File: src/rtl/sprite_pkg.sv
// Shared sprite fetch types and constants: sprite geometry, ROM address width,
// tank direction encoding and tread animation states.
package sprite_pkg;

  localparam int unsigned SPRITE_SIZE     = 32;
  localparam int unsigned SPR_AW          = 11;
  localparam logic [3:0]  TRANSPARENT_IDX = 4'h0;

  typedef enum logic [1:0] {
    DIR_UP    = 2'd0,
    DIR_RIGHT = 2'd1,
    DIR_DOWN  = 2'd2,
    DIR_LEFT  = 2'd3
  } dir_t;

  typedef enum logic {
    IDLE   = 1'b0,
    MOVING = 1'b1
  } anim_state_t;

endpackage

File: src/rtl/sprite_rotate.sv
// Combinational sample-coordinate rotation for up-facing sprite ROMs;
// shared by the tank, bullet and explosion fetch stages.
module sprite_rotate
  import sprite_pkg::*;
#(
  parameter int unsigned W = 5
) (
  input  logic [W-1:0] lx,
  input  logic [W-1:0] ly,
  input  dir_t         dir,
  output logic [W-1:0] u,
  output logic [W-1:0] v
);

  // With a power-of-2 edge, (SIZE-1)-x is simply ~x.
  always_comb begin
    u = lx;
    v = ly;
    unique case (dir)
      DIR_UP:    begin u = lx;  v = ly;  end
      DIR_RIGHT: begin u = ly;  v = ~lx; end
      DIR_DOWN:  begin u = ~lx; v = ~ly; end
      DIR_LEFT:  begin u = ~ly; v = lx;  end
      default:   begin u = lx;  v = ly;  end
    endcase
  end

endmodule

File: src/rtl/sprite_fetch.sv
// Per-pixel tank sprite fetch: hit test, rotation, ROM addressing, 3-cycle
// aligned output. Optional blink via `SPRITE_FLASH_EN (adds flash_req).
module sprite_fetch
  import sprite_pkg::*;
#(
  parameter int unsigned SIZE            = SPRITE_SIZE,
  parameter int unsigned FRAMES_PER_STEP = 8,
  parameter logic [3:0]  TRANSPARENT     = TRANSPARENT_IDX
) (
  input  logic              vga_clk,
  input  logic              reset_n,
  input  logic [9:0]        draw_x,
  input  logic [9:0]        draw_y,
  input  logic              blank,
  input  logic              frame_start,
  input  logic [9:0]        pos_x,
  input  logic [9:0]        pos_y,
  input  logic [1:0]        dir,
  input  logic              moving,
  input  logic              sprite_en,
`ifdef SPRITE_FLASH_EN
  input  logic              flash_req,
`endif
  output logic [SPR_AW-1:0] rom_addr,
  input  logic [3:0]        rom_data,
  output logic [3:0]        pix_index,
  output logic              pix_hit,
  output logic              pix_blank
);

  localparam int unsigned LW = $clog2(SIZE);
  localparam int unsigned CW = $clog2(FRAMES_PER_STEP);

  // Per-frame shadow state
  logic [9:0] sx, sy;
  dir_t       sdir;
  logic       sen;

  always_ff @(posedge vga_clk) begin
    if (!reset_n) begin
      sx   <= '0;
      sy   <= '0;
      sdir <= DIR_UP;
      sen  <= 1'b0;
    end else if (frame_start) begin
      sx   <= pos_x;
      sy   <= pos_y;
      sdir <= dir_t'(dir);
      sen  <= sprite_en;
    end
  end

  // Tread animation
  anim_state_t     state;
  logic [CW-1:0]   cnt;
  logic            anim;

  always_ff @(posedge vga_clk) begin
    if (!reset_n) begin
      state <= IDLE;
      cnt   <= '0;
      anim  <= 1'b0;
    end else if (frame_start) begin
      unique case (state)
        IDLE: begin
          if (moving) begin
            state <= MOVING;
            if (cnt == CW'(FRAMES_PER_STEP - 1)) begin
              cnt  <= '0;
              anim <= ~anim;
            end else begin
              cnt <= cnt + 1'b1;
            end
          end
        end
        MOVING: begin
          if (!moving) begin
            state <= IDLE;
          end else if (cnt == CW'(FRAMES_PER_STEP - 1)) begin
            cnt  <= '0;
            anim <= ~anim;
          end else begin
            cnt <= cnt + 1'b1;
          end
        end
        default: state <= IDLE;
      endcase
    end
  end

  // Stage 0: hit test in 11 bits so a sprite near x=1023 clips instead of wrapping
  logic          in_box;
  logic [LW-1:0] lx, ly, u, v;

  always_comb begin
    in_box = ({1'b0, draw_x} >= {1'b0, sx}) &&
             ({1'b0, draw_x} <  ({1'b0, sx} + 11'(SIZE))) &&
             ({1'b0, draw_y} >= {1'b0, sy}) &&
             ({1'b0, draw_y} <  ({1'b0, sy} + 11'(SIZE)));
    lx = draw_x[LW-1:0] - sx[LW-1:0];
    ly = draw_y[LW-1:0] - sy[LW-1:0];
  end

  sprite_rotate #(.W(LW)) u_rotate (
    .lx  (lx),
    .ly  (ly),
    .dir (sdir),
    .u   (u),
    .v   (v)
  );

  logic flash_mask;

`ifdef SPRITE_FLASH_EN
  logic [5:0] flash_cnt;

  always_ff @(posedge vga_clk) begin
    if (!reset_n) begin
      flash_cnt <= '0;
    end else if (flash_req) begin
      flash_cnt <= 6'd48;
    end else if (frame_start && (flash_cnt != '0)) begin
      flash_cnt <= flash_cnt - 1'b1;
    end
  end

  assign flash_mask = (flash_cnt != '0) && flash_cnt[2];
`else
  assign flash_mask = 1'b0;
`endif

  // Stages 1-3; the ROM supplies the register between stage 1 and stage 3
  logic in_box_d1, en_d1, blank_d1;
  logic in_box_d2, en_d2, blank_d2;

  always_ff @(posedge vga_clk) begin
    if (!reset_n) begin
      rom_addr  <= '0;
      in_box_d1 <= 1'b0;
      en_d1     <= 1'b0;
      blank_d1  <= 1'b0;
      in_box_d2 <= 1'b0;
      en_d2     <= 1'b0;
      blank_d2  <= 1'b0;
      pix_index <= '0;
      pix_hit   <= 1'b0;
      pix_blank <= 1'b0;
    end else begin
      rom_addr  <= {anim, v, u};
      in_box_d1 <= in_box;
      en_d1     <= sen;
      blank_d1  <= blank;
      in_box_d2 <= in_box_d1;
      en_d2     <= en_d1;
      blank_d2  <= blank_d1;
      pix_index <= in_box_d2 ? rom_data : TRANSPARENT;
      pix_hit   <= in_box_d2 && en_d2 && blank_d2 &&
                   (rom_data != TRANSPARENT) && !flash_mask;
      pix_blank <= blank_d2;
    end
  end

endmodule

File: config.mk
export PLATFORM = sky130hd
export DESIGN_NAME = sprite_fetch
export DESIGN_NICKNAME = d
export VERILOG_FILES = /design/src/rtl/sprite_pkg.sv /design/src/rtl/sprite_rotate.sv /design/src/rtl/sprite_fetch.sv
export SDC_FILE = /design/constraint.sdc
export NUM_CORES = 1
export LEC_CHECK = 0
export CAP_MARGIN = 10
export CORE_MARGIN = 2
export CORE_UTILIZATION = 30
export CTS_BUF_LIST = sky130_fd_sc_hd__clkbuf_4 sky130_fd_sc_hd__clkbuf_8 sky130_fd_sc_hd__clkbuf_16
export DETAILED_ROUTE_END_ITERATION = 16
export GPL_TIMING_DRIVEN = 0
export SLEW_MARGIN = 25
export SYNTH_ARGS = -nofsm -noshare
export SYNTH_HDL_FRONTEND = slang
export SYNTH_SLANG_ARGS = --single-unit
export TNS_END_PERCENT = 50
File: constraint.sdc
create_clock -name vga_clk -period 2.2 [get_ports vga_clk]
set_input_delay 0.33 -clock vga_clk [delete_from_list [all_inputs] [get_ports vga_clk]]
set_output_delay 0.33 -clock vga_clk [all_outputs]
set_load 0.05 [all_outputs]
==> results.json, run 1 <==
{
  "htree_num_levels": 2,
  "hold_viol_final": 0,
  "status": "finished with violations",
  "tritoncts": "done",
  "io-pin-count": 69,
  "clk_path_buf_depth": 2,
  "place.gp.congestion": 0.821,
  "syn_inst": 306,
  "cts_made_buffers": 5,
  "grt_use_total_pct": 13.1,
  "critPathRequiredTime_ns": 2.42,
  "syn_avg_cell_area_um2": 9.42,
  "core_region_area_um2": 9280,
  "synth_edf_count": 0,
  "nFillCells": 966,
  "grt_pass1_wl_um": 10800,
  "ys_ff_latch": 50,
  "clock_skew_ns": 0.00790,
  "ys.flop_type": "dfxtp_1",
  "sw_frac_of_total_pct": 29.9,
  "yosysWarningCount": 0,
  "fp.dieW_um": 102,
  "drive_above_1_share_pct": 7.07,
  "firstDrtPassIters": 4,
  "arrival_ns": 2.50,
  "drt-initial-drc-count": 65,
  "synthesis.nets": 394,
  "maxCapViolCount": 0,
  "p_comb_share_pct": 29.4,
  "p_seq_share_pct": 42.5,
  "cp_max_fo": 3,
  "die_area_um2": 10400,
  "ys_seq_area_share_pct": 34.7,
  "clk_latency_ns": 0.31,
  "violations": "negative setup slack",
  "rsz0062_at_grt": "true",
  "finalSetupViolations": 1,
  "final_cells": 511,
  "start_util_pct": 31.1,
  "drc": 0,
  "worst-setup-path-type": "register to register",
  "slew_headroom_pct": 55.2,
  "fin_ws_ns": -0.0821,
  "final_util_pct": 42.0,
  "root_buffer": "clkbuf_8",
  "power_density_nw_per_um2": 601,
  "vdd_ir_drop_max_mv": 0.255,
  "leakage_uw": 0.00161,
  "syn2layout_area_growth_pct": 35.2,
  "ant_nets": 0,
  "dpl.cell_count": 502,
  "power.switching_uw": 701,
  "max_freq_ghz": 0.438,
  "nets": 469,
  "seq_area_um2": 1000,
  "vias": 2280,
  "hpwl_um": 5290,
  "vias_per_cell": 4.46,
  "multi_input_area_um2": 1800,
  "min_period_over_period_pct": 104,
  "cp-start-kind": "register",
  "min_path_type": "register to register",
  "pre_cts_ws_ns": -0.473,
  "die_y_um": 102,
  "grt_max_degree": 17,
  "synthArstFlopShare_pct": 0,
  "portBuffers": 67,
  "tightest_slew_ns": 0.672,
  "cp-end-kind": "register",
  "placed_cell_area_um2": 3710,
  "fp-row-count": 35,
  "overflow": 0,
  "antenna_cells_inserted": 0,
  "wl_per_cell_um": 12.8,
  "cts_sinks": 50,
  "ctsHoldBuffers": 0,
  "intPower_uw": 1640,
  "period_minus_slack_ns": 2.28,
  "final_area_um2": 3900,
  "drv_slew": 0,
  "grt_pass1_vias": 2278,
  "synth.distinct_cells": 41,
  "syn_area_um2": 2880,
  "antenna_found_initial": 0,
  "wirelength_um": 6560,
  "p_clk_share_pct": 28.2,
  "clkTransAtPathRegs_ns": 0.10,
  "whs_ns": 0.425
}
-- cell usage after synthesis (4+ instances only) --
cell type  number  area (µm²)
nand2_1         7        26.3
and3_1          5        31.3
xor2_1          4        35.0
mux2i_1        26         260
and2_1         17         106
clkbuf_1        8        30.0
a21oi_1        12        60.1
inv_1          25        93.8
a21o_1          4        30.0
dfxtp_1        50        1000
nor2_1         12        45.0
o21ai_0         9        45.0
nand3_1         8        40.0
nor2b_1        28         175
xnor2_1        15         131
ha_1           34         425
a211oi_1        5        37.5
-- sequential cells by signal (all words and copies together), names as in the netlist --
register and flops:
pix_hit 1, sdir 2, blank_d1 1, anim 1, cnt 3, sen 1
pix_index 4, rom_addr 11, blank_d2 1, in_box_d1 1, sy 10, en_d1 1
pix_blank 1, en_d2 1, in_box_d2 1, sx 10
-- per-layer routing --
metal | global-route usage, % | part of all wire (%)
met1 | 17.1 | 48
met2 | 22.1 | 47
met3 | 2.05 | 3.0
met4 | 4.31 | 1.9
met5 | 0 | 0
-- kinds of logic after synthesis --
| logic type | Yosys count | synth area share, % |
|---|---|---|
| and+or+nand+nor | 90 | 18.1 |
| adders and majority gates | 36 | 16.1 |
| xor gates and xnor gates | 19 | 5.77 |
| DFF | 50 | 34.7 |
| buffers and inverters | 36 | 4.77 |
| muxes | 26 | 9.03 |
| AOI/OAI and AO/OA | 49 | 11.4 |
-- cell type report --
cell class,instances,area share (%)
inverters,25,2.47
plain buffers,11,1.12
flip-flops and latches,50,25.8
clock buffers,5,1.77
well taps,129,4.14
multi-input cells,220,46.1
clock inverters,3,1.12
repair buffers,68,17.5
-- critical path, cell delays in order, from the launching register on --
cell	delay [ns]
dfxtp_4	0.38
inv_4	0.04
ha_4	0.22
nor2b_4	0.12
o31a_1	0.30
nor4b_2	0.32
nor4_1	0.08
or4_4	0.48
a211oi_2	0.23
-- placed cells by master, fill, tap and decap left out, drive strengths merged, types with 2 or more instances in the layout --
cell type,count
o31a,3
a21o,4
nor2b,28
a21oi,12
ha,34
nor3,3
o21ai,9
nand3,9
xnor2,15
mux2i,26
xor2,4
nand2,7
and3,6
fa,2
a31oi,2
a21boi,3
dfxtp,50
nor4,2
nand2b,2
and2,17
nor2,12
a211oi,6
inv,26
clkbuf,13
o21a,3
clkdlybuf4s50,66
buf,4
-- worst paths after layout --
kind / slack, ns / start / endpoint / cells after the start
setup / recovery: -0.08 / sy[1]$_SDFFE_PN0P_ / in_box_d1$_SDFF_PN0_ / 8
hold / removal: 0.42 / en_d2$_SDFF_PN0_ / pix_hit$_SDFF_PN0_ / 2
setup reg to reg: -0.08 / sy[1]$_SDFFE_PN0P_ / in_box_d1$_SDFF_PN0_ / 8
hold reg to reg: 0.42 / en_d2$_SDFF_PN0_ / pix_hit$_SDFF_PN0_ / 2
-- power groups by stage --
stage / clock, µW / sequential (µW) / combinational (µW)
after floorplan: 0 / 1110 / 336
after global placement: 0 / 1010 / 658
after detailed placement: 0 / 1020 / 667
after CTS: 686 / 997 / 677
after global routing: 723 / 1000 / 760
final: 660 / 995 / 689
-- metrics by stage --
stage | power [µW] | setup TNS, ns
2_1_floorplan | 1450 | 0
6_report | 2340 | -0.0821
3_5_place_dp | 1690 | -1.30
4_1_cts | 2360 | -0.0607
3_3_place_gp | 1670 | -1.31
5_1_grt | 2490 | -0.381
-- timing repair --
action,4_1_cts,5_1_grt
buffers inserted,0,1
endpoints found under the hold margin,0,0
setup endpoints to repair,3,3
gates resized for setup,5,12
pin swaps,1,8
No activity file was read; power rests on OpenSTA's default activity.
==> inputs of run 2 (changes only) <==
--- a/config.mk
+++ b/config.mk
@@ -10,6 +10,7 @@
 export CORE_UTILIZATION = 30
 export CTS_BUF_LIST = sky130_fd_sc_hd__clkbuf_4 sky130_fd_sc_hd__clkbuf_8 sky130_fd_sc_hd__clkbuf_16
 export DETAILED_ROUTE_END_ITERATION = 16
+export DONT_BUFFER_PORTS = 1
 export GPL_TIMING_DRIVEN = 0
 export SLEW_MARGIN = 25
 export SYNTH_ARGS = -nofsm -noshare
==> results.json, run 2 (synthesis gave the netlist of run 1 again) <==
{
  "status": "complete, no violations",
  "drt-initial-drc-count": 55,
  "cp_max_fo": 2,
  "grt_use_total_pct": 12.2,
  "clk_path_buf_depth": 2,
  "final_common_cell": "dfxtp_1",
  "place.gp.congestion": 0.838,
  "period_minus_slack_ns": 2.15,
  "clock_skew_ns": 0.00409,
  "critPathRequiredTime_ns": 2.42,
  "die_y_um": 102,
  "io-pin-count": 69,
  "syn2layout_area_growth_pct": 14.1,
  "ctsHoldBuffers": 0,
  "pre_cts_ws_ns": -0.0740,
  "vias": 2064,
  "grt_max_degree": 17,
  "wl_per_cell_um": 13.7,
  "fp.dieW_um": 102,
  "htree_num_levels": 2,
  "hp-start": "blank",
  "worstRegToRegCells": 8,
  "maxCapViolCount": 0,
  "rr_startpoint": "sy[1]$_SDFFE_PN0P_",
  "antenna_found_initial": 0,
  "reg2reg_slack_ns": 0.05,
  "min_to": "blank_d1$_SDFF_PN0_",
  "clk_latency_ns": 0.30,
  "worst-setup-path-type": "register to register",
  "fin_ws_ns": 0.0531,
  "cp-start-kind": "register",
  "portBuffers": 0,
  "grt_pass1_wl_um": 9910,
  "tritoncts": "done",
  "power_density_nw_per_um2": 630,
  "rsz0062_at_grt": "true",
  "final.setup.tns_ns": 0,
  "firstDrtPassIters": 4,
  "die_area_um2": 10400,
  "final_area_um2": 3290,
  "final_util_pct": 35.4,
  "hpwl_um": 5040,
  "fp-row-count": 35,
  "wirelength_um": 6150,
  "r2r-end": "in_box_d1$_SDFF_PN0_",
  "overflow": 0,
  "finalSetupViolations": 0,
  "leakage_uw": 0.00136,
  "max_freq_ghz": 0.466,
  "core_region_area_um2": 9280,
  "drive_above_1_share_pct": 12.9,
  "ant_nets": 0,
  "vias_per_cell": 4.61,
  "start_util_pct": 31.1,
  "final_cell_mix": "dfxtp_1, ha_1, mux2i_1, nor2b_1, inv_1",
  "cts_sinks": 50,
  "hold_viol_final": 0,
  "nets": 406,
  "largest_reg_flops": 11,
  "tightest_slew_ns": 0.676,
  "arrival_ns": 2.36,
  "reg_top3": "rom_addr x11, sx x10, sy x10",
  "placed_cell_area_um2": 3040,
  "vdd_ir_drop_max_mv": 0.250,
  "min_period_over_period_pct": 97.6,
  "cts_made_buffers": 5,
  "cp-end-kind": "register",
  "drc": 0,
  "antenna_cells_inserted": 0,
  "slew_headroom_pct": 54.9,
  "hold_path_depth": 1,
  "nFillCells": 981,
  "grt_pass1_vias": 2080,
  "drv_slew": 0,
  "top_register": "rom_addr",
  "clkTransAtPathRegs_ns": 0.09,
  "min_path_type": "input port to register",
  "root_buffer": "clkbuf_8"
}
-- run 2: cell count changes in the layout (fill, tap and decap cells not counted), sizes merged --
cell           delta
inv               -1
dlymetal6s2s      -1
clkinv            +1
bufinv            -1
clkinvlp          +1
buf               +4
clkdlybuf4s50    -66
-- run 2: metal layers --
layer | vias up | GRT usage [%] | share of wire, %
met5 | - | 0 | 0
met4 | 0 | 3.59 | 1.9
met3 | 10 | 4.86 | 8.9
li1 | 1071 | - | -
met1 | 931 | 14.7 | 43
met2 | 52 | 20.1 | 46
-- run 2: cell type report --
| class | instances | area, µm² | share of cell area [%] |
|---|---|---|---|
| Buffer | 11 | 43.8 | 1.33 |
| Clock buffer | 5 | 68.8 | 2.09 |
| Clock inverter | 3 | 21.3 | 0.647 |
| Inverter | 25 | 93.8 | 2.85 |
| Multi-Input combinational cell | 220 | 1840 | 56.1 |
| Sequential cell | 50 | 1020 | 30.9 |
| Tap cell | 129 | 161 | 4.91 |
| Timing Repair Buffer | 5 | 37.5 | 1.14 |
-- run 2: metrics by stage --
step,hold WS [ns],cells,total power (µW)
global route,0.140,448,2200
global placement,0.415,435,1520
finish,0.150,448,2070
floorplan,0.408,306,1450
detailed placement,0.424,435,1530
CTS,0.144,443,2070
-- run 2: how the worst max path moves through the flow --
| stage | start | endpoint | cells after the start |
|---|---|---|---|
| finish | sy[1]$_SDFFE_PN0P_ | in_box_d1$_SDFF_PN0_ | 8 |
| global route | sy[1]$_SDFFE_PN0P_ | in_box_d1$_SDFF_PN0_ | 8 |
| CTS | sx[1]$_SDFFE_PN0P_ | in_box_d1$_SDFF_PN0_ | 8 |
| detailed placement | sx[1]$_SDFFE_PN0P_ | in_box_d1$_SDFF_PN0_ | 8 |
| global placement | sx[1]$_SDFFE_PN0P_ | in_box_d1$_SDFF_PN0_ | 8 |
| floorplan | sx[1]$_SDFFE_PN0P_ | in_box_d1$_SDFF_PN0_ | 8 |
-- run 2: worst max-delay path, stage by stage, from the launching register on --
cell and delay, ns:
dfxtp_2 0.35, inv_2 0.04, ha_4 0.20, nor2b_4 0.12, o31a_1 0.30, nor4b_2 0.30, nor4_1 0.08, or4_4 0.42
a211oi_2 0.24
-- run 2: power breakdown --
| part | internal [µW] | switching [µW] | total, µW |
|---|---|---|---|
| sequential | 963 | 135 | 1100 |
| combinational | 224 | 219 | 443 |
| clock | 224 | 307 | 531 |
| total | 1410 | 661 | 2070 |
-- run 2: timing repair --
item	CTS	global route
resized for setup	3	27
endpoints found under the hold margin	0	0
buffers inserted	0	5
setup endpoints to repair	1	1
pin swaps	0	10
==> inputs of run 3 (changes only) <==
--- a/config.mk
+++ b/config.mk
@@ -8,7 +8,7 @@
 export CAP_MARGIN = 10
 export CORE_MARGIN = 2
 export CORE_UTILIZATION = 30
-export CTS_BUF_LIST = sky130_fd_sc_hd__clkbuf_4 sky130_fd_sc_hd__clkbuf_8 sky130_fd_sc_hd__clkbuf_16
+export CTS_BUF_LIST = sky130_fd_sc_hd__clkbuf_16
 export DETAILED_ROUTE_END_ITERATION = 16
 export DONT_BUFFER_PORTS = 1
 export GPL_TIMING_DRIVEN = 0
==> results.json, run 3 (synthesis gave the netlist of run 1 again) <==
{
  "p_comb_share_pct": 19.4,
  "cp-end-kind": "register",
  "vias_per_cell": 4.60,
  "tritoncts": "done",
  "max_freq_ghz": 0.467,
  "fp.dieW_um": 102,
  "grt_max_degree": 17,
  "nets": 406,
  "hold_viol_final": 0,
  "min_period_over_period_pct": 97.3,
  "status": "complete, no violations",
  "period_minus_slack_ns": 2.14,
  "drv_slew": 0,
  "vias": 2061,
  "drive_above_1_share_pct": 12.9,
  "drt-initial-drc-count": 45,
  "power_density_nw_per_um2": 684,
  "slew_headroom_pct": 54.4,
  "hpwl_um": 5040,
  "whs_ns": 0.171,
  "worst-setup-path-type": "register to register",
  "ant_nets": 0,
  "power.switching_uw": 679,
  "grt_use_total_pct": 12.2,
  "drc": 0,
  "root_buffer": "clkbuf_16",
  "largest_reg_flops": 11,
  "critical-path-slowest-cell": "or4_4",
  "cts_sinks": 50,
  "cp_max_fo": 2,
  "die_y_um": 102,
  "p_seq_share_pct": 48.0,
  "intPower_uw": 1610,
  "clkTransAtPathRegs_ns": 0.06,
  "firstDrtPassIters": 4,
  "vdd_ir_drop_max_mv": 0.345,
  "clock_skew_ns": 0.00381,
  "critPathRequiredTime_ns": 2.39,
  "core_region_area_um2": 9280,
  "overflow": 0,
  "htree_num_levels": 2,
  "die_area_um2": 10400,
  "nFillCells": 970,
  "rsz0062_at_grt": "false",
  "crit_chain": "inv_2 > ha_4 > nor2b_4 > o31a_1 > nor4b_2 > nor4_1 > or4_4 > a211oi_2",
  "portBuffers": 0,
  "finalSetupViolations": 0,
  "antenna_found_initial": 0,
  "wirelength_um": 6190,
  "maxCapViolCount": 0,
  "seq_area_um2": 1020,
  "fp-row-count": 35,
  "p_clk_share_pct": 32.6,
  "leakage_uw": 0.00139,
  "slowest_delay_ns": 0.42,
  "clk_latency_ns": 0.28,
  "final_cell_mix": "dfxtp_1, ha_1, mux2i_1, nor2b_1, inv_1",
  "reg_top3": "rom_addr x11, sx x10, sy x10",
  "tightest_slew_ns": 0.684,
  "cp-start-kind": "register",
  "cts_made_buffers": 5,
  "multi_input_area_um2": 1840,
  "io-pin-count": 69,
  "final_util_pct": 36.0,
  "arrival_ns": 2.33,
  "final_common_cell": "dfxtp_1",
  "place.gp.congestion": 0.838,
  "wl_per_cell_um": 13.8,
  "sw_frac_of_total_pct": 29.7,
  "grt_pass1_wl_um": 9910,
  "clk_path_buf_depth": 2,
  "grt_pass1_vias": 2086,
  "syn2layout_area_growth_pct": 16.0,
  "min_path_type": "input port to register",
  "start_util_pct": 31.1,
  "antenna_cells_inserted": 0,
  "top_register": "rom_addr"
}
-- run 3: changes by cell type in the layout (fill, tap and decap cells not counted) --
cell,previous run,this run
clkbuf_8,5,0
clkbuf_16,0,5
-- run 3: area by class of cell --
| class | count | area share (%) |
|---|---|---|
| repair buffers | 5 | 1.12 |
| flip-flops and latches | 50 | 30.4 |
| well taps | 129 | 4.83 |
| clock inverters | 3 | 0.636 |
| inverters | 25 | 2.81 |
| plain buffers | 11 | 1.31 |
| multi-input cells | 220 | 55.1 |
| clock buffers | 5 | 3.74 |
-- run 3: power by group through the flow --
stage | clock network, µW | registers, µW | logic (µW)
4_1_cts | 767 | 1100 | 418
2_1_floorplan | 0 | 1110 | 336
6_report | 746 | 1100 | 443
3_5_place_dp | 0 | 1120 | 411
3_3_place_gp | 0 | 1120 | 401
5_1_grt | 805 | 1110 | 507
-- run 3: critical path, delay by kind of cell, from the launching register on --
kind | cells | cell delay, ns
flops | 1 | 0.34
fa+ha+maj | 1 | 0.20
buf+inv | 1 | 0.04
compound gates | 2 | 0.54
simple gates | 4 | 0.92
-- run 3: routing by layer --
layer	up-vias	track usage [%]	part of all wire, %
li1	1071	-	-
met3	6	4.92	8.2
met4	0	3.90	1.4
met2	44	20.0	48
met1	940	14.6	43
met5	-	0	0
-- run 3: path summary, 6_finish.rpt --
check / start / end / slack [ns] / cells after the start
worst max register to register: sy[1]$_SDFFE_PN0P_ / in_box_d1$_SDFF_PN0_ / 0.06 / 8
worst min register to register: en_d2$_SDFF_PN0_ / pix_hit$_SDFF_PN0_ / 0.43 / 2
worst min-delay path: blank / blank_d1$_SDFF_PN0_ / 0.17 / 1
worst max-delay path: sy[1]$_SDFFE_PN0P_ / in_box_d1$_SDFF_PN0_ / 0.06 / 8
-- run 3: per-stage QoR --
| step | area [µm²] | setup WS (ns) | total power [µW] | setup TNS (ns) | std cells |
|---|---|---|---|---|---|
| after CTS | 3200 | 0.00937 | 2290 | 0 | 443 |
| after floorplan | 2880 | 0.200 | 1450 | 0 | 306 |
| after global routing | 3340 | 0.00101 | 2420 | 0 | 448 |
| after global placement | 3040 | -0.0510 | 1520 | -0.0510 | 435 |
| after detailed placement | 3040 | -0.0740 | 1530 | -0.0740 | 435 |
| final | 3340 | 0.0602 | 2290 | 0 | 448 |
-- run 3: what timing repair did --
item,4_1_cts,5_1_grt
hold buffers,0,0
setup buffers,0,5
gates resized for setup,3,27
pin swaps,0,10
setup endpoints to repair,1,1
==> RTL edit 1: new RTL, flow settings as in run 1 <==
Register the input `pos_y` before use. The logic sees it one clock later. The other inputs are not delayed to match.
--- a/src/rtl/sprite_fetch.sv
+++ b/src/rtl/sprite_fetch.sv
@@ -33,2 +33,8 @@
 
+  logic [9:0] pos_y_q;
+
+  always_ff @(posedge vga_clk) begin
+    pos_y_q <= pos_y;
+  end
+
   // Per-frame shadow state
@@ -46,3 +52,3 @@
       sx   <= pos_x;
-      sy   <= pos_y;
+      sy   <= pos_y_q;
       sdir <= dir_t'(dir);
Behaviour: not the same (Yosys sat finds a counterexample within 4 cycles, from zero or initial values and one cycle with reset_n low).
==> RTL edit 1 against run 1 <==
The run still ends with setup timing left. Setup slack improved by 0.043 ns. Cell area is 14% higher. Sequential cell count increased by 10. Clock power is 67% higher. Wire length is 7.2% higher. Critical path depth unchanged. First-iteration DRC count down 31%. Critical endpoint unchanged. Area after synthesis rose by 7.2%. Hold slack got worse by 0.0079 ns. Largest cell class unchanged. Die area grew 6.9%. Total power rose by 30%.
==> RTL edit 1: results (changes against run 1) <==
Fill cells=954 (was 966); Nets=500 (was 469); peak per-stage delay on the critical path=0.52 ns (was 0.48 ns); DP Cell Count=525 (was 502); Vias/cell=4.465 (was 4.462); Area after DPL=0.003944 sq mm (was 0.003715 sq mm); Post-Layout Cell Count=553 (was 511); clock skew=0.008568 ns (was 0.007902 ns); Setup violations, final=1 (unchanged); Cells after Synth=322 (was 306); GPL Wtd Cong=0.7860 (was 0.8206); status=complete, but fails checks (unchanged); final worst slack=-0.03932 ns (was -0.08209 ns); Seq/Total Area, Yosys=38.88% (was 34.72%); total CTS buffers=9 (was 5); Worst-Margin Slew=0.7557 ns (was 0.6719 ns); Total Routing Usage GR=13.57% (was 13.08%); hpwl dp=5352 um (was 5293 um); CTS clk-pin slew, worst paths=0.07 ns (was 0.10 ns); failing checks=setup timing (unchanged); Reg power frac=39.1% (was 42.5%); share of cells above drive strength 1=15.59% (was 7.068%); Net Sw Frac=28.70% (was 29.93%); Max VDD drop=294.8 uV (was 255.1 uV); initial DRC count=45 (was 65); vias in the first global route=2,647 (was 2,278); synth top area cells=dfxtp_1, ha_1, mux2i_1 (unchanged); clock latency on the worst-skew pair=0.34 ns (was 0.31 ns); H-tree levels=3 (was 2); largest net degree at the start of global routing=13 (was 17)
-- RTL edit 1: cell types whose count changed after synthesis, moves of 2 or more --
cell,delta
buf_2,-2
nand3_1,+2
a21oi_1,+5
a211oi_1,-2
nor2b_1,+2
inv_1,-2
nand4_1,+2
a21o_1,-2
o21ai_0,+2
dfxtp_1,+10
nor2_1,+2
-- RTL edit 1: logic make-up after synthesis --
group	count (synthesis)	synth area share, %
XOR/XNOR	19	5.387
flip-flops	60	38.88
buffers and inverters	36	4.374
adder cells (fa/ha/maj)	36	15.07
AND/OR/NAND/NOR	96	17.74
AO/OA/AOI/OAI	49	10.13
multiplexers	26	8.424
-- RTL edit 1: area by class of cell --
type | count | area [sq um] | area share [%]
multi-input combinational | 226 | 1909 | 43.10
sequential | 60 | 1221 | 27.56
timing repair buffer | 79 | 769.5 | 17.37
tap | 136 | 170.2 | 3.841
clock buffer | 9 | 123.9 | 2.796
clock inverter | 7 | 101.3 | 2.287
inverter | 25 | 93.84 | 2.118
buffer | 11 | 41.29 | 0.9319
-- RTL edit 1: worst register-to-register path, stage by stage, from the launching register on --
cell      delay (ns)
dfxtp_2         0.34
ha_4            0.18
fa_2            0.38
nand2b_4        0.15
a21oi_4         0.13
o221a_1         0.19
nor3_1          0.05
or4_4           0.52
a311oi_2        0.20
-- RTL edit 1: worst max path at each step --
stage / startpoint / endpoint / cells past startpoint
2_1_floorplan: draw_x[0] / in_box_d1$_SDFF_PN0_ / 9
3_3_place_gp: draw_x[0] / in_box_d1$_SDFF_PN0_ / 10
3_5_place_dp: draw_x[0] / in_box_d1$_SDFF_PN0_ / 10
4_1_cts: sy[6]$_SDFFE_PN0P_ / in_box_d1$_SDFF_PN0_ / 9
5_1_grt: sx[1]$_SDFFE_PN0P_ / in_box_d1$_SDFF_PN0_ / 8
6_report: sx[0]$_SDFFE_PN0P_ / in_box_d1$_SDFF_PN0_ / 8
-- RTL edit 1: metal layers --
metal	GRT usage [%]	vias to the layer above	wire length, um	share of wire, %
li1	-	1277	-	-
met1	16.09	1123	3260	46
met2	23.46	60	3294	47
met3	4.453	9	388	5.5
met4	3.619	0	86	1.2
met5	0	-	0	0
-- RTL edit 1: metrics by stage --
stage                     hold slack [ns]  setup WS (ns)  power (uW)
after CTS                          0.4126        -0.1392        3040
after global routing               0.4141        -0.1172        3222
final                              0.4167       -0.03932        3045
after floorplan                    0.3577       0.008706        1652
after detailed placement           0.4156        -0.7237        1897
after global placement             0.4167        -0.6739        1886
-- RTL edit 1: timing repair --
action / 4_1_cts / 5_1_grt
endpoints found under the setup margin: 1 / 3
setup buffers: 6 / 6
pin swaps: 15 / 14
gates resized for setup: 26 / 21
==> RTL edit 2: new RTL, settings of run 1 <==
Made on the original files. The option `SPRITE_FLASH_EN` is turned on by a define.
--- a/src/rtl/sprite_fetch.sv
+++ b/src/rtl/sprite_fetch.sv
@@ -2,2 +2,4 @@
 // aligned output. Optional blink via `SPRITE_FLASH_EN (adds flash_req).
+`define SPRITE_FLASH_EN
+
 module sprite_fetch
Ports: changed (added flash_req); port bits go from 69 to 70. The function was not compared with the original's and may differ.
==> RTL edit 2 against run 1 <==
Setup slack better by 0.23 ns. Total power is 6.8% higher. Critical endpoint is now rom_addr[4]$_SDFF_PN0_. Cell area is 10% higher. Critical path type is now in -> reg. Sequential cell count is 6 higher. Clock skew is 0.0019 ns lower. Area after synthesis is 12% higher. Via count is 12% higher. Utilization is 0.63 points lower. Final cell count is 8.8% higher. Wire length is 11% higher.
==> RTL edit 2: results (changes against run 1) <==
CP max-delay cell=clkdlybuf4s50_1 (was or4_4); WL met3=292 um (was 197 um); first-pass GRT wire length=12,230 um (was 10,770 um); hpwl dp=5768 um (was 5293 um); Vias/cell=4.588 (was 4.462); initial DRC count=59 (was 65); Syn Nets=430 (was 394); CP Max Fanout=4 (was 3); Worst R2R Setup Slack=0.25 ns (was -0.08 ns); clock skew=0.006012 ns (was 0.007902 ns); PortBufs=69 (was 67); synth top area cells=dfxtp_1, ha_1, mux2i_1 (unchanged); Max VDD drop=317.4 uV (was 255.1 uV); arrival time worst endpoint=2.30 ns (was 2.50 ns); Worst-Margin Slew=0.5425 ns (was 0.6719 ns); Nets=509 (was 469); Post-synth top cells=dfxtp_1, ha_1, inv_1 (was dfxtp_1, ha_1, nor2b_1); top cell family by delay on the critical path=adder cells (was simple AND/OR/NAND/NOR gates); GPL Wtd Cong=0.8193 (was 0.8206); Synth cell types=52 (was 41); Seq/Total Area, Yosys=34.73% (was 34.72%); Hold Path Sink=blank_d2$_SDFF_PN0_ (was pix_hit$_SDFF_PN0_); total CTS buffers=5 (unchanged); share of cells above drive strength 1=9.048% (was 7.068%); status=complete, no violations (was complete, but fails checks); Fill cells=1,040 (was 966); R2R Path End=rom_addr[4]$_SDFF_PN0_ (was in_box_d1$_SDFF_PN0_); Leak=0.001801 uW (was 0.001611 uW); largest net degree at the start of global routing=20 (was 17); reg2reg start=sx[0]$_SDFFE_PN0P_ (was sy[1]$_SDFFE_PN0P_); Area after DPL=0.004089 sq mm (was 0.003715 sq mm); peak per-stage delay on the critical path=0.46 ns (was 0.48 ns); reg2reg path depth=7 (was 8)
==> RTL edit 2: cell count changes in the layout (fill, tap and decap cells not counted), moves of 4 or more <==
cell	delta
and2_1	-4
dfxtp_1	+7
inv_1	+7
mux2i_1	+4
o21ai_0	-6
==> RTL edit 2: cell type report <==
cell class,instances,area [sq um],share of cell area (%)
plain buffers,11,51.30,1.196
clock buffers,5,68.82,1.605
clock inverters,3,27.53,0.6420
inverters,31,116.4,2.714
multi-input cells,242,2017,47.04
flip-flops and latches,56,1121,26.15
well taps,136,170.2,3.968
repair buffers,72,715.7,16.69
==> RTL edit 2: worst max path at each step <==
| stage | endpoint | slack [ns] | cells past startpoint | startpoint |
|---|---|---|---|---|
| 2_1_floorplan | rom_addr[4]$_SDFF_PN0_ | 0.30 | 8 | draw_x[0] |
| 3_3_place_gp | rom_addr[4]$_SDFF_PN0_ | -0.42 | 9 | draw_y[0] |
| 3_5_place_dp | rom_addr[4]$_SDFF_PN0_ | -0.46 | 9 | draw_y[0] |
| 4_1_cts | rom_addr[4]$_SDFF_PN0_ | 0.0008 | 9 | draw_x[0] |
| 5_1_grt | rom_addr[4]$_SDFF_PN0_ | 0.03 | 9 | draw_y[0] |
| 6_report | rom_addr[4]$_SDFF_PN0_ | 0.15 | 9 | draw_y[0] |
==> RTL edit 2: report_power, final <==
part           total (uW)  leakage, uW  internal (uW)  switching [uW]
sequential           1120     0.000461           1080            40.4
clock                 607    0.0000463            235             372
combinational         775      0.00129            374             400
==> RTL edit 2: layer usage <==
layer  vias up  track usage [%]
li1       1324                -
met1      1165            16.49
met2        52            22.55
met3        10            2.421
met4         0            4.029
met5         -                0
==> RTL edit 2: cell families after synthesis <==
family	count (synthesis)	synth area share, %
XOR/XNOR	22	5.969
AO/OA/AOI/OAI	43	9.768
AND/OR/NAND/NOR	110	20.23
buffers and inverters	42	5.194
flip-flops	56	34.73
multiplexers	30	9.302
adder cells (fa/ha/maj)	37	14.81
==> RTL edit 2: worst reg2reg max path, delay by kind of cell, from the launching register on <==
family	cells	cell delay (ns)
xor+xnor	1	0.12
flops	1	0.33
compound gates	2	0.47
mux	1	0.23
simple gates	1	0.16
fa+ha+maj	2	0.58
==> RTL edit 2: stage by stage <==
stage / setup slack (ns) / instances / hold WS (ns) / utilization, %
floorplan: 0.2980 / 340 / 0.4119 / -
global placement: -0.4243 / 545 / 0.4213 / 39.43
detailed placement: -0.4570 / 545 / 0.4231 / 39.43
CTS: 0.0008340 / 553 / 0.4500 / 40.60
global route: 0.03007 / 556 / 0.4753 / 41.35
finish: 0.1492 / 556 / 0.4450 / 41.35
==> RTL edit 2: what timing repair did <==
action,in CTS,in global routing
hold buffers,0,0
setup endpoints to repair,3,3
pin swaps,2,6
buffers inserted,0,3
endpoints found under the hold margin,0,0
gates resized for setup,5,11
